[src/rtl/instr_encoder.sv]
// instr_encoder: packs I/S/B-type fields into a 32-bit RISC-V word behind one
// output register stage. Optional IMM_RANGE_CHECK_EN flags out-of-range immediates.
module instr_encoder (
    input  logic        clk,
    input  logic        rst_n,
    input  logic        in_valid,
    output logic        in_ready,
    input  logic [6:0]  opcode,
    input  logic [4:0]  rd,
    input  logic [4:0]  rs1,
    input  logic [4:0]  rs2,
    input  logic [2:0]  funct3,
    input  logic [31:0] imm,
    output logic        out_valid,
    input  logic        out_ready,
    output logic [31:0] instr,
    output logic [31:0] addr,
    output logic        err,
    output logic [7:0]  err_cnt,
    input  logic        addr_set,
    input  logic [31:0] addr_init
);

    localparam logic [6:0] OP_LOAD   = 7'b0000011;
    localparam logic [6:0] OP_IMM    = 7'b0010011;
    localparam logic [6:0] OP_STORE  = 7'b0100011;
    localparam logic [6:0] OP_BRANCH = 7'b1100011;

    logic        xfer_in;
    logic        xfer_out;
    logic        held;
    logic        is_i;
    logic        is_s;
    logic        is_b;
    logic        i_range_bad;
    logic        b_range_bad;
    logic [31:0] enc_instr;
    logic        enc_err;
    logic        pend;
    logic [31:0] pend_addr;
    logic [31:0] init_al;

    assign in_ready = !out_valid || out_ready;
    assign xfer_in  = in_valid && in_ready;
    assign xfer_out = out_valid && out_ready;
    assign held     = out_valid && !out_ready;
    assign init_al  = {addr_init[31:2], 2'b00};

    assign is_i = (opcode == OP_LOAD) || (opcode == OP_IMM);
    assign is_s = (opcode == OP_STORE);
    assign is_b = (opcode == OP_BRANCH);

`ifdef IMM_RANGE_CHECK_EN
    assign i_range_bad = !((&imm[31:11]) || !(|imm[31:11]));
    assign b_range_bad = imm[0] || !((&imm[31:12]) || !(|imm[31:12]));
`else
    assign i_range_bad = 1'b0;
    assign b_range_bad = 1'b0;
`endif

    // Field packing per format; any error forces an all-zero word.
    always_comb begin
        enc_instr = '0;
        enc_err   = 1'b0;
        unique case (1'b1)
            is_i: begin
                enc_instr = {imm[11:0], rs1, funct3, rd, opcode};
                enc_err   = i_range_bad;
            end
            is_s: begin
                enc_instr = {imm[11:5], rs2, rs1, funct3, imm[4:0], opcode};
                enc_err   = i_range_bad;
            end
            is_b: begin
                enc_instr = {imm[12], imm[10:5], rs2, rs1, funct3,
                             imm[4:1], imm[11], opcode};
                enc_err   = b_range_bad;
            end
            default: enc_err = 1'b1;
        endcase
        if (enc_err) begin
            enc_instr = '0;
        end
    end

    // Output register: capture on input transfer, drop valid once consumed.
    always_ff @(posedge clk or negedge rst_n) begin
        if (!rst_n) begin
            out_valid <= 1'b0;
            instr     <= '0;
            err       <= 1'b0;
        end else if (xfer_in) begin
            out_valid <= 1'b1;
            instr     <= enc_instr;
            err       <= enc_err;
        end else if (xfer_out) begin
            out_valid <= 1'b0;
        end
    end

    // Address tag: a reload during a stall is parked until the held word leaves.
    always_ff @(posedge clk or negedge rst_n) begin
        if (!rst_n) begin
            addr      <= '0;
            pend      <= 1'b0;
            pend_addr <= '0;
        end else if (addr_set) begin
            if (held) begin
                pend      <= 1'b1;
                pend_addr <= init_al;
            end else begin
                addr <= init_al;
                pend <= 1'b0;
            end
        end else if (xfer_out) begin
            addr <= pend ? pend_addr : addr + 32'd4;
            pend <= 1'b0;
        end
    end

    // Saturating count of erroneous words handed to the consumer.
    always_ff @(posedge clk or negedge rst_n) begin
        if (!rst_n) begin
            err_cnt <= '0;
        end else if (xfer_out && err && (err_cnt != 8'hFF)) begin
            err_cnt <= err_cnt + 8'd1;
        end
    end

endmodule

[config.mk]
export PLATFORM = sky130hd
export DESIGN_NAME = instr_encoder
export DESIGN_NICKNAME = d
export VERILOG_FILES = /design/src/rtl/instr_encoder.sv
export SDC_FILE = /design/constraint.sdc
export NUM_CORES = 1
export LEC_CHECK = 0
export BUFFER_PORTS_ARGS = -buffer_cell sky130_fd_sc_hd__buf_2
export CORE_UTILIZATION = 45
export DETAILED_ROUTE_END_ITERATION = 10
export PLACE_DENSITY = 0.75
export SYNTH_ARGS = -nofsm -noshare
export SYNTH_HDL_FRONTEND = slang
export SYNTH_SLANG_ARGS = --single-unit
[constraint.sdc]
create_clock -name clk -period 4.3 [get_ports clk]
set_clock_uncertainty 0.2 [all_clocks]
set_input_delay 0.43 -clock clk [delete_from_list [all_inputs] [get_ports clk]]
set_output_delay 0.43 -clock clk [all_outputs]
set_load 0.005 [all_outputs]
* Yosys cells after proc, flatten, opt, wreduce, memory -nomap -nowiden *
Index checks and enable logic that the tools add are counted.

storage, ports and cells
  bits in read-only memories = 0
  memory bits (writable) = 0
  flip-flop bits (word level) = 105
  input bits = 94
  latch bits = 0
  memories = 0
  logic and storage cells = 40

operators by class
  shift operators = 0
  mux-type cells = 11
  add/subtract/negate cells = 2
  $lt $le $gt $ge = 0
  div/mod/pow operators = 0
  equal/unequal tests = 6
  reductions and logical operators = 14
  multiply operators = 0
  bitwise operators = 0

operator list
  operator                                             number
  2-to-1 mux 32 bit                                    5
  case mux 32 bit (3 select lines)                     1
  adder 32 x 3 -> 32 bit, second input constant        1
  adder 8 x 1 -> 8 bit, second input constant          1
  != test 8 bit, second input constant                 1
  equality test 7 x 2 -> 1 bit, second input constant  1
  equality test 7 x 5 -> 1 bit, second input constant  1
  equality test 7 x 6 -> 1 bit, second input constant  1
  equality test 7 bit, second input constant           1
  logical AND 1 bit                                    5
  2-to-1 mux 1 bit                                     5
  AND reduction 2 bit                                  2
  nonzero test 2 bit                                   2
  OR reduction 3 bit                                   1
  logical NOT 1 bit                                    2
  logical OR 1 bit                                     2
  != test 2 bit, second input constant                 1

* Longest topological paths before layout *
  depth after elaboration = 4
  depth in mapped cells = 7
  depth with buffers taken out = 6

* Least setup slack after synthesis *
No wires, ideal clock.

  path type = reg2reg
  from = register addr[2]
  to = register addr[24]
  path slack = 2,170 ps
  cell stages (with the launch flop) = 7
  data required time = 4,031 ps
  arrival time = 1,862 ps
  period minus slack after synthesis = 2,130 ps
  cells stage by stage = dfrtp_1 ha_1 nand4_1 or4_4 or2_0 or3_1 nand3_1

on the way
  longest elaborated chain between the ends = 4

RTL lines
  item                    RTL line  text
  from (decl)             17        output logic [31:0] addr,
  from (signal assigned)  112       addr <= init_al;
  from (signal assigned)  116       addr <= pend ? pend_addr : addr + 32'd4;
  adder 32 x 3 -> 32 bit  116
  2-to-1 mux 32 bit       116
  2-to-1 mux 32 bit       115       end else if (xfer_out) begin
  2-to-1 mux 32 bit       107       end else if (addr_set) begin

No other way between the ends. The select of a mux whose other input is x is not followed.
A chain may end at the register's enable or synchronous reset.

* Final worst setup path *
  from = register out_valid
  to = register addr[27]

on the way
  longest elaborated chain between the ends = 3

RTL lines
  item                                                                  RTL line  text
  from (decl)                                                           14        output logic out_valid,
  from (signal assigned)                                                89        out_valid <= 1'b0;
  from (signal assigned)                                                93        out_valid <= 1'b1;
  from (signal assigned)                                                97        out_valid <= 1'b0;
  logical AND 1 bit (on tied branches)                                  46, 45
  != test 2 bit (no line) / nonzero test 2 bit (equally long branches)  n/a
  AND reduction 2 bit (no line) *                                       n/a

Every way passes the cells marked *; elsewhere a longest branch is shown, timed or not.

==> run metrics <==
post-route ant nets=0; CP endpoint=addr[27]$_DFFE_PN0P_; CTS buffer count=9; First-pass DRT Iterations=4; hold_buf cts=0; RSZ-0062 raised after global routing=no; clock transition at the registers of the reported paths=0.07 ns; reg2reg path depth=5; drt wl/cell=17.3 µm; Iteration-0 DRC Markers=313; Final setup viols=0; largest net degree at the start of global routing=73; Rel. slew slack=26.6%; Final Max Slew Viols=0; Layout Area Growth over Synthesis=22.8%; Final Hold Vio Count=7; synthesized netlist cell count=497; core area=10,900 µm²; Crit. End Element=flip-flop; clock buffer depth=2; Ys Warns=0; clock insertion delay at the later pin of the skew report=0.35 ns; EDFF count, synth=0; total congestion overflow=0; DR vias/cell=5.81; Int Power=1.87 mW; fin area=6280 µm²; post-CTS sizing=0; Post-CTS Setup Bufs=0; leakage=2.93 nW; Max Freq=392 MHz; Max FO, Critical Path=16; Net Sw Frac=29.9%; Setup CP Type=flip-flop to flip-flop; initial cell density of the core=46.7%; drt total wl=13,400 µm; Comb pwr share=19.1%; clock sink count=103; maxcap violations=0; part of the power in registers=47.7%; first-pass GRT wire length=21,900 µm; ratio of final minimum period to clock period=59.3%; Max rail drop VDD=265 µV; mean post-synth cell area=10.3 µm²; Reg2Reg Setup Slack=1.75 ns; reg-to-reg endpoint=addr[27]$_DFFE_PN0P_; Final min period=2.55 ns; H-tree Lvls=3; Die ar.=11,800 µm²; DP HPWL=9370 µm; Clock power frac=33.2%; Post-Syn Area=5110 µm²; initial antenna violation count=1; Hold Crit Class=primary input to asynchronous set/reset pin; Pwr Density=426 nW/µm²; Primary FF master, synth=dfrtp_1; Reg2Reg Launch Point=out_valid$_DFFE_PN0P_; worst path required time=4.39 ns; vias in the first global route=4,348; # rows=38; Worst-Margin Slew=1.10 ns; routed via count=4,504; most frequent cells in the layout=buf_2, dfrtp_1, nand2_1; CTS Root Cell=clkbuf_16; Top-Level Pins=169; Die H=109 µm; CTS tree=built; TNS Setup=0 ns; Post-synth ARST share=100%; gr usage total=24.5%; commonest non-fill, non-tap cell in the layout=buf_2; placer congestion estimate=0.815; WP data arrival=2.64 ns; crit start category=flip-flop; layout cells sized above 1=32.5%; worst hold slack=-0.0103 ns; synth unique cells=63; DRC violation count after routing=0; failing checks=hold timing; status=complete, but fails checks; die width=109 µm; Sw Pwr=800 µW; crit path launch=out_valid$_DFFE_PN0P_; Final nets=725; port buffer count=145; Yosys reg bits=103; post-synthesis sequential area ratio=50.4%; DP Area=5950 µm²
synthesized netlist by cell type, types with 3 or more instances:
library cell	n	area share [%]
nand2b_1	4	0.49
o21ai_0	46	4.5
nand3_1	17	1.7
o211ai_1	4	0.59
a221o_1	4	0.78
inv_1	4	0.29
dfrtp_1	103	50
mux2i_1	4	0.78
or3_1	3	0.37
mux2_2	29	6.4
a221oi_1	8	1.4
nor2_1	32	2.4
buf_1	4	0.29
nor3_1	7	0.69
xnor2_1	13	2.2
and2_1	4	0.49
clkbuf_1	25	1.8
a21oi_1	17	1.7
nand2_1	47	3.5
a22o_1	18	3.1
a22oi_1	17	2.5
o22ai_1	3	0.37
nand4_1	11	1.3
and3_1	14	1.7
xor2_1	10	1.7
routing by layer:
layer  global-route usage, %  wire length, µm  vias up
met5                       0                0        -
met4                    9.94              291        0
met3                    8.62             1150       25
met2                    39.2             6430      204
met1                    30.0             5540     2176
li1                        -                -     2099
how the worst min path moves through the flow:
stage | from | end | slack [ns] | depth (start not counted)
after CTS | rst_n | pend_addr[28]$_DFFE_PN0P_ | 0.04 | 1
after floorplan | rst_n | addr[10]$_DFFE_PN0P_ | -0.07 | 0
after detailed placement | instr[1]$_DFFE_PN0P_ | instr[1]$_DFFE_PN0P_ | 0.27 | 1
after global placement | instr[1]$_DFFE_PN0P_ | instr[1]$_DFFE_PN0P_ | 0.26 | 1
final | rst_n | addr[30]$_DFFE_PN0P_ | -0.01 | 1
after global routing | rs1[4] | instr[19]$_DFFE_PN0P_ | 0.07 | 2
layout make-up:
type	instances	area, µm²
clock inverters	6	92.6
flip-flops and latches	103	2580
fillers	956	4660
multi-input cells	359	2400
repair buffers	152	781
well taps	140	175
inverters	4	15.0
diodes	1	2.50
clock buffers	10	229
worst max-delay path, stage by stage, from the launching register on:
cell,delay [ns]
dfrtp_1,0.49
nand2b_1,0.49
o21a_1,0.61
nand2_1,0.08
or4_1,0.51
nand3_1,0.09
flip-flops by register name (all words and copies together), names as in the netlist:
name       cells
out_valid      1
pend_addr     30
err_cnt        8
err            1
instr         32
pend           1
addr          30
power by group through the flow:
stage                     logic (mW)  clock network, mW  registers, mW
after floorplan                0.295                  0           1.26
after CTS                      0.515              0.904           1.27
final                          0.510              0.887           1.28
after detailed placement       0.513                  0           1.29
after global routing           0.576              0.948           1.30
after global placement         0.495                  0           1.28
cells by family (layout without fill, tap and decap cells):
| logic type | count (synthesis) | after routing | synth area share [%] |
|---|---|---|---|
| AOI/OAI and AO/OA | 135 | 135 | 17.8 |
| xor gates and xnor gates | 23 | 23 | 3.94 |
| adders and majority gates | 2 | 2 | 0.490 |
| buffers and inverters | 36 | 172 | 2.82 |
| DFF | 103 | 103 | 50.4 |
| muxes | 35 | 35 | 7.62 |
| other | 1 | 3 | 0.0734 |
| and+or+nand+nor | 162 | 162 | 16.8 |
stage by stage:
stage               total power [mW]  util [%]  worst slack [ns]  hold WS (ns)  std cells
floorplan                       1.55         -              2.17       -0.0656        498
global placement                1.77      54.4              1.61         0.256        758
detailed placement              1.80      54.4              1.58         0.265        758
CTS                             2.69      57.4              1.75        0.0448        774
global route                    2.82      57.4              1.56        0.0721        774
finish                          2.67      57.4              1.75       -0.0103        775
Power figures use the tool's default switching activity.
